## src/rtl/dp_mem_responder.sv

```systemverilog
// dp_mem_responder: responder end of the datapath-cache interface.
// It serializes instruction fetches and data reads/writes onto one
// single-ported, variable-latency RAM. Each access ends with a one-cycle
// ihit/dhit pulse. An access that waits too long for ramready is aborted
// and sets a sticky error flag. Once halt is seen, all memory traffic stops.
// Ports:
//   CLK, RST                          clock, async active-high reset
//   imemREN, imemaddr                 fetch request and byte address
//   imemload, ihit                    fetched word and completion pulse
//   dmemREN, dmemWEN, dmemaddr,
//   dmemstore                         data request, address and write data
//   dmemload, dhit                    load data and completion pulse
//   halt                              processor halted
//   ramREN, ramWEN, ramaddr, ramstore RAM request (word-aligned address)
//   ramload, ramready                 RAM read data and completion
//   error                             sticky timeout flag
module dp_mem_responder #(
  parameter int unsigned TIMEOUT = 64,
  parameter logic [31:0] ERRWORD = 32'hBAD1BAD1
) (
  input  logic        CLK,
  input  logic        RST,
  input  logic        imemREN,
  input  logic [31:0] imemaddr,
  output logic [31:0] imemload,
  output logic        ihit,
  input  logic        dmemREN,
  input  logic        dmemWEN,
  input  logic [31:0] dmemaddr,
  input  logic [31:0] dmemstore,
  output logic [31:0] dmemload,
  output logic        dhit,
  input  logic        halt,
  output logic        ramREN,
  output logic        ramWEN,
  output logic [31:0] ramaddr,
  output logic [31:0] ramstore,
  input  logic [31:0] ramload,
  input  logic        ramready,
  output logic        error
);

  localparam int unsigned CW = 16;
  localparam int unsigned AW = 32;

  typedef enum logic [2:0] {IDLE, IACC, DACC, RESP, HALTED} state_e;

  state_e          state_q, state_d;
  logic [CW-1:0]   cnt_q, cnt_d;
  logic [AW-1:0]   addr_q, addr_d;
  logic [31:0]     store_q, store_d;
  logic            wr_q, wr_d;
  logic [31:0]     imem_load_q, imem_load_d;
  logic [31:0]     dmem_load_q, dmem_load_d;
  logic            ihit_q, ihit_d;
  logic            dhit_q, dhit_d;
  logic            ram_ren_q, ram_ren_d;
  logic            ram_wen_q, ram_wen_d;
  logic            error_q, error_d;

  // State and datapath registers
  always_ff @(posedge CLK or posedge RST) begin
    if (RST) begin
      state_q     <= IDLE;
      cnt_q       <= '0;
      addr_q      <= '0;
      store_q     <= '0;
      wr_q        <= 1'b0;
      imem_load_q <= '0;
      dmem_load_q <= '0;
      ihit_q      <= 1'b0;
      dhit_q      <= 1'b0;
      ram_ren_q   <= 1'b0;
      ram_wen_q   <= 1'b0;
      error_q     <= 1'b0;
    end else begin
      state_q     <= state_d;
      cnt_q       <= cnt_d;
      addr_q      <= addr_d;
      store_q     <= store_d;
      wr_q        <= wr_d;
      imem_load_q <= imem_load_d;
      dmem_load_q <= dmem_load_d;
      ihit_q      <= ihit_d;
      dhit_q      <= dhit_d;
      ram_ren_q   <= ram_ren_d;
      ram_wen_q   <= ram_wen_d;
      error_q     <= error_d;
    end
  end

  // Next state, launch capture, completion/timeout handling
  always_comb begin
    state_d     = state_q;
    cnt_d       = cnt_q;
    addr_d      = addr_q;
    store_d     = store_q;
    wr_d        = wr_q;
    imem_load_d = imem_load_q;
    dmem_load_d = dmem_load_q;
    ihit_d      = 1'b0;
    dhit_d      = 1'b0;
    error_d     = error_q;

    case (state_q)
      IDLE: begin
        if (halt) begin
          state_d = HALTED;
        end else if (dmemREN || dmemWEN) begin
          state_d = DACC;
          addr_d  = dmemaddr;
          store_d = dmemstore;
          wr_d    = dmemWEN;
          cnt_d   = '0;
        end else if (imemREN) begin
          state_d = IACC;
          addr_d  = imemaddr;
          store_d = dmemstore;
          wr_d    = 1'b0;
          cnt_d   = '0;
        end
      end
      IACC, DACC: begin
        if (ramready) begin
          state_d = RESP;
          ihit_d  = (state_q == IACC);
          dhit_d  = (state_q == DACC);
          if (!wr_q) begin
            if (state_q == IACC) imem_load_d = ramload;
            else                 dmem_load_d = ramload;
          end
        end else if (cnt_q == CW'(TIMEOUT - 1)) begin
          // Abort: a read returns the error word, a write returns nothing
          state_d = RESP;
          ihit_d  = (state_q == IACC);
          dhit_d  = (state_q == DACC);
          error_d = 1'b1;
          if (!wr_q) begin
            if (state_q == IACC) imem_load_d = ERRWORD;
            else                 dmem_load_d = ERRWORD;
          end
        end else begin
          cnt_d = cnt_q + CW'(1);
        end
      end
      RESP: begin
        state_d = halt ? HALTED : IDLE;
      end
      HALTED: begin
        state_d = HALTED;
      end
      default: begin
        state_d = IDLE;
      end
    endcase

    // Strobes follow the next state so they are glitch-free flop outputs
    ram_ren_d = (state_d == IACC) || ((state_d == DACC) && !wr_d);
    ram_wen_d = (state_d == DACC) && wr_d;
  end

  assign imemload = imem_load_q;
  assign dmemload = dmem_load_q;
  assign ihit     = ihit_q;
  assign dhit     = dhit_q;
  assign ramREN   = ram_ren_q;
  assign ramWEN   = ram_wen_q;
  assign ramaddr  = addr_q & ~AW'(3);
  assign ramstore = store_q;
  assign error    = error_q;

endmodule

```

## config.mk

```make
export PLATFORM = sky130hd
export DESIGN_NAME = dp_mem_responder
export DESIGN_NICKNAME = d
export VERILOG_FILES = /design/src/rtl/dp_mem_responder.sv
export SDC_FILE = /design/constraint.sdc
export NUM_CORES = 1
export LEC_CHECK = 0
export CAP_MARGIN = 15
export CORE_UTILIZATION = 60
export DETAILED_ROUTE_END_ITERATION = 8
export DONT_BUFFER_PORTS = 1
export PLACE_DENSITY = 0.84
export SYNTH_ARGS = -nofsm -noshare
export SYNTH_HDL_FRONTEND = slang
export SYNTH_SLANG_ARGS = --single-unit
```

## constraint.sdc

```tcl
create_clock -name CLK -period 6 [get_ports CLK]
set_input_delay 1.2 -clock CLK [delete_from_list [all_inputs] [get_ports CLK]]
set_output_delay 1.2 -clock CLK [all_outputs]
set_load 0.005 [all_outputs]
```

==> flow_summary.json, run 1 <==
{
  "cp_slowest_stage_delay_ns": 0.61,
  "synth_top_cell_area_share_pct": 58.5,
  "htree_levels": 4,
  "regToRegEndpoint": "ramstore[2]",
  "initialDrtViolationCount": 331,
  "ys.flop_type": "sky130_fd_sc_hd__dfrtp_1",
  "grt_util_all_layers_pct": 26.8,
  "hold_path.startpoint": "ramstore[10]",
  "design.die.area_um2": 11200,
  "via_count_of_the_first_global_routing_pass": 4483,
  "netlist_instances": 597,
  "vias": 4371,
  "totalNegativeSetupSlack_ns": 0,
  "core_area_um2": 10400,
  "cp-end-kind": "flop",
  "critical-path-top-delay-family": "simple AND/OR/NAND/NOR gates",
  "min_path_cells": 1,
  "number_of_rows_in_the_core_area": 37,
  "globalRoute.totalOverflow": 0,
  "period_minus_slack_ns": 2.69,
  "finalNetCount": 718,
  "hold_path.class": "flop to flop",
  "post-cts-setup-buffer-count": 0,
  "insertion_delay_ns": 0.52,
  "cp.arrival_ns": 3.09,
  "clock_tree.buffer_depth": 2,
  "vias_per_cell": 5.98,
  "final_cell_count_no_fill": 731,
  "area_growth_pct": 9.78,
  "finalCritPeriodShare_pct": 44.9,
  "filler_cell_count": 710,
  "type_of_the_worst_setup_path": "flop to flop",
  "final.setup_skew_ns": 0.00990,
  "route.antenna.remaining_nets": 0,
  "dp_cells": 698,
  "gp_congestion": 0.842,
  "grt_setup_unrepaired": "false",
  "number_of_antenna_diodes": 0,
  "critPathMaxFanout": 80,
  "critical_path_required_ns": 6.40,
  "initial_core_util_pct": 62.3,
  "cts-resized-gates": 0,
  "static_leakage_nw": 2.98,
  "number_of_flops_mapped_to_enable_cells_by_yosys": 0,
  "destination_of_the_worst_hold_path": "ramstore[10]",
  "final_area_um2": 7090,
  "setup-violations-final": 0,
  "syn_area_per_cell_um2": 10.8,
  "root_buffer": "sky130_fd_sc_hd__clkbuf_8",
  "ys_ff_latch": 151,
  "crit_slowest_cell": "sky130_fd_sc_hd__or4_4",
  "ys_types": 46,
  "total_half_perimeter_wirelength_after_legalization_and_detailed_placement_um": 10100,
  "antenna_found_initial": 0,
  "r2r_cells": 4,
  "maximum_resistive_drop_on_vdd_uv": 315,
  "ys_seq_area_share_pct": 58.5,
  "wire_per_inst_um": 20.1,
  "numCtsBuffers": 17,
  "post-route-drc-count": 0,
  "final-max-slew-violation-count": 0,
  "setup_ws_ns": 3.31,
  "yosys.area.top_type": "sky130_fd_sc_hd__dfrtp_1",
  "detailedPlace.worstSlack_ns": 2.79,
  "syn-cell-area_um2": 6460,
  "io_pins": 268,
  "max_cap_violations": 0,
  "tritoncts_clock_tree": "done",
  "wirelength_um": 14700,
  "slew_headroom_pct": 28.8,
  "layout-drive-gt1-share_pct": 14.1,
  "worst_r2r_startpoint": "state_q[2]",
  "grt_start_max_net_pins": 91,
  "dieWidth_um": 106,
  "worst_setup_path_start_kind": "flop",
  "tightestPinTransition_ns": 1.07,
  "cts.sink_count": 151,
  "cts.clk_slew.worst_paths_ns": 0.07,
  "io_buffers": 0,
  "hold_viol": 0,
  "post_synth_most_frequent_cells": "sky130_fd_sc_hd__dfrtp_1, sky130_fd_sc_hd__nor2_1, sky130_fd_sc_hd__a21oi_1, sky130_fd_sc_hd__inv_1, sky130_fd_sc_hd__nand3_1",
  "yosysWarnings": 0,
  "post_cts_hold_buffer_count": 0,
  "cellPowerDensity_nw_per_um2": 461,
  "cells_taking_the_most_area_after_synthesis": "sky130_fd_sc_hd__dfrtp_1, sky130_fd_sc_hd__mux2_2, sky130_fd_sc_hd__a21oi_1",
  "drt_pass1_iterations": 6,
  "async_flop_share_pct": 100,
  "register_to_register_setup_slack_ns": 3.31,
  "instance_area_after_placement_um2": 6500,
  "path_cells": "or4_4 > nor2_4 > buf_12 > mux2_2",
  "critPathBufInv": 1,
  "clock.fmax_ghz": 0.371,
  "grt_first_pass_wirelength_um": 22700,
  "post-synth-top-count-cell": "sky130_fd_sc_hd__dfrtp_1",
  "status": "complete, no violations",
  "report.power.total_mw": 3.27,
  "die_height_um": 106
}
-- cell usage in the layout (no fill, tap or decap), drive strengths merged, types with 2 or more instances in the layout --
cell,n
nor4,4
nor2,77
or2,2
mux2i,30
a22oi,2
nor2b,20
nand3,33
buf,5
clkinvlp,5
o21ai,37
o31ai,3
mux2,32
nor4b,2
dfrtp,151
or3,5
a21oi,72
conb,2
o22a,2
nand4,3
xor2,6
xnor2,2
clkbuf,18
nor3,10
nand2,9
clkinv,3
o211ai,2
inv,38
o2111ai,5
o21a,3
-- layer usage --
metal	track usage, %	up-vias	share of wire [%]
met1	29.1	2107	37
met2	46.7	195	53
met4	13.6	0	3.0
met5	0	-	0
li1	-	2035	-
met3	8.97	34	7.7
-- sequential cells by signal, summed over array words and instances (netlist names), 3 cells and up --
register / cells
dmemload: 32
ramstore: 32
cnt_q: 16
state_q: 3
addr_q: 30
imemload: 32
-- stage by stage --
| step | hold WS (ns) | util [%] |
|---|---|---|
| 2_1_floorplan | 0.460 | - |
| 3_3_place_gp | 0.518 | 62.7 |
| 3_5_place_dp | 0.527 | 62.7 |
| 4_1_cts | 0.542 | 68.1 |
| 5_1_grt | 0.554 | 68.4 |
| 6_report | 0.540 | 68.4 |
-- how the worst max path moves through the flow --
| stage | from | endpoint | cells after the start |
|---|---|---|---|
| after floorplan | RST | addr_q[10] | 1 |
| after global placement | halt | ramstore[26] | 4 |
| after detailed placement | halt | ramstore[1] | 4 |
| after CTS | state_q[2] | ramstore[2] | 4 |
| after global routing | state_q[2] | ramstore[2] | 4 |
| final | state_q[2] | ramstore[2] | 4 |
-- area by class of cell --
cell class	count	area (um^2)	share of cell area, %
multi-input cells	374	2380	33.6
well taps	136	170	2.40
clock inverters	14	146	2.06
repair buffers	5	70.1	0.988
flip-flops and latches	151	3780	53.3
inverters	33	129	1.82
clock buffers	18	418	5.89
-- cells by family after synthesis --
logic type	count (synthesis)	synth area share [%]
AND/OR/NAND/NOR	171	13.2
buffers and inverters	73	4.96
adder cells (fa/ha/maj)	1	0.194
XOR/XNOR	8	1.08
other	1	0.0580
multiplexers	62	10.2
AO/OA/AOI/OAI	130	11.8
flip-flops	151	58.5
-- power by group --
part           total, mW  leakage (nW)  switching (mW)  internal (mW)
Sequential          1.80          1.79           0.372           1.43
Clock               1.00         0.261           0.443          0.562
Combinational      0.464         0.933           0.228          0.236
Total               3.27          2.98            1.04           2.23
No activity file was read; power rests on OpenSTA's default activity.
==> inputs of run 2 (changes only) <==
- clock period: 6 -> 2.8 ns (I/O delays scaled with it)
==> flow_summary.json, run 2 (synthesis results as in run 1) <==
{
  "cellPowerDensity_nw_per_um2": 992,
  "worst_setup_path_start_kind": "flop",
  "grt_first_pass_wirelength_um": 22900,
  "insertion_delay_ns": 0.52,
  "tightestPinTransition_ns": 0.824,
  "cp.arrival_ns": 2.82,
  "tritoncts_clock_tree": "done",
  "total_half_perimeter_wirelength_after_legalization_and_detailed_placement_um": 10200,
  "crit_slowest_cell": "sky130_fd_sc_hd__or4_4",
  "type_of_the_worst_setup_path": "flop to flop",
  "period_minus_slack_ns": 2.38,
  "grt_util_all_layers_pct": 27.0,
  "die_height_um": 106,
  "cp-end-kind": "flop",
  "hold_path.class": "input port to flop",
  "maximum_resistive_drop_on_vdd_uv": 602,
  "globalRoute.totalOverflow": 0,
  "area_growth_pct": 11.3,
  "initial_core_util_pct": 62.3,
  "cts.sink_count": 151,
  "drt_pass1_iterations": 4,
  "htree_levels": 4,
  "numCtsBuffers": 17,
  "regToRegEndpoint": "cnt_q[7]",
  "register_to_register_setup_slack_ns": 0.42,
  "cts-resized-gates": 0,
  "static_leakage_nw": 3.03,
  "critPathMaxFanout": 11,
  "totalNegativeSetupSlack_ns": 0,
  "hold-worst-slack_ns": 0.150,
  "dieWidth_um": 106,
  "filler_cell_count": 749,
  "max_cap_violations": 0,
  "critPathBufInv": 0,
  "layout_common_cells": "sky130_fd_sc_hd__dfrtp_1, sky130_fd_sc_hd__nor2_1, sky130_fd_sc_hd__a21oi_1",
  "route.antenna.remaining_nets": 0,
  "wire_per_inst_um": 19.9,
  "instance_area_after_placement_um2": 6580,
  "gp_congestion": 0.776,
  "io_buffers": 0,
  "leading_cell_type_in_the_layout_fill_and_taps_excluded": "sky130_fd_sc_hd__dfrtp_1",
  "final-max-slew-violation-count": 0,
  "layout-drive-gt1-share_pct": 14.4,
  "worst_r2r_startpoint": "state_q[2]",
  "setup-violations-final": 0,
  "clock.fmax_ghz": 0.420,
  "vias_per_cell": 5.99,
  "initialDrtViolationCount": 454,
  "design.die.area_um2": 11200,
  "slew_headroom_pct": 45.0,
  "number_of_antenna_diodes": 0,
  "finalNetCount": 722,
  "final.setup_skew_ns": 0.0138,
  "setup.worst_path.start": "state_q[2]",
  "hold_viol": 0,
  "io_pins": 268,
  "critical_path_required_ns": 3.25,
  "setup_ws_ns": 0.421,
  "wirelength_um": 14600,
  "path_cells": "or4_4 > o32ai_4 > o211ai_2 > or3_1 > a21oi_2",
  "grt_setup_unrepaired": "false",
  "clock_tree.buffer_depth": 2,
  "detailedPlace.worstSlack_ns": 0.446,
  "cp_slowest_stage_delay_ns": 0.61,
  "final_area_um2": 7190,
  "vias": 4402,
  "cts.clk_slew.worst_paths_ns": 0.06,
  "r2r_cells": 5,
  "grt_start_max_net_pins": 97,
  "setup.worst_path.end": "cnt_q[7]",
  "report.power.total_mw": 7.13,
  "path_depth": 5,
  "antenna_found_initial": 0,
  "finalCritPeriodShare_pct": 85.0,
  "via_count_of_the_first_global_routing_pass": 4435,
  "root_buffer": "sky130_fd_sc_hd__clkbuf_8",
  "core_area_um2": 10400,
  "post-route-drc-count": 0,
  "status": "complete, no violations",
  "critical-path-top-delay-family": "simple AND/OR/NAND/NOR gates",
  "number_of_rows_in_the_core_area": 37
}
[run 2: changes by cell type in the layout (fill, tap and decap cells not counted), sizes merged, moves of 2 or more]
cell,change
clkbuf,+2
clkinvlp,-2
inv,-3
buf,+3
bufinv,+2
[run 2: final cells by class]
cell class	count	area, um^2	share of cell area [%]
Sequential cell	151	3780	52.5
Clock buffer	20	435	6.05
Clock inverter	12	166	2.31
Multi-Input combinational cell	374	2380	33.1
Inverter	33	128	1.77
Timing Repair Buffer	9	133	1.84
Tap cell	136	170	2.37
[run 2: stage by stage]
stage,util [%],instances
after floorplan,-,598
after global placement,63.5,702
after detailed placement,63.5,702
after CTS,69.4,735
after global routing,69.4,735
final,69.4,735
[run 2: timing repair]
action	4_1_cts	5_1_grt
hold endpoints to repair	14	0
hold buffers	1	0
buffers inserted	0	0
[run 2: per-layer routing]
layer	wire length, um	GRT usage [%]	part of all wire [%]	vias up
li1	-	-	-	2022
met1	5370	30.1	37	2173
met2	7830	47.0	53	192
met3	1210	10.5	8.3	15
met4	225	9.33	1.5	0
met5	0	0	0	-
[run 2: worst min path at each step]
stage | start | to | slack (ns) | depth (start not counted)
2_1_floorplan | error | error | 0.46 | 2
3_3_place_gp | RST | ramstore[13] | 0.43 | 1
3_5_place_dp | RST | ramstore[10] | 0.44 | 1
4_1_cts | ramready | error | 0.13 | 1
5_1_grt | ramready | error | 0.13 | 1
6_report | ramready | error | 0.15 | 1
[run 2: power breakdown]
part,internal (mW),total (mW),switching [mW]
Clock,1.40,2.31,0.913
Sequential,3.06,3.85,0.793
Combinational,0.508,0.973,0.465
Total,4.96,7.13,2.17
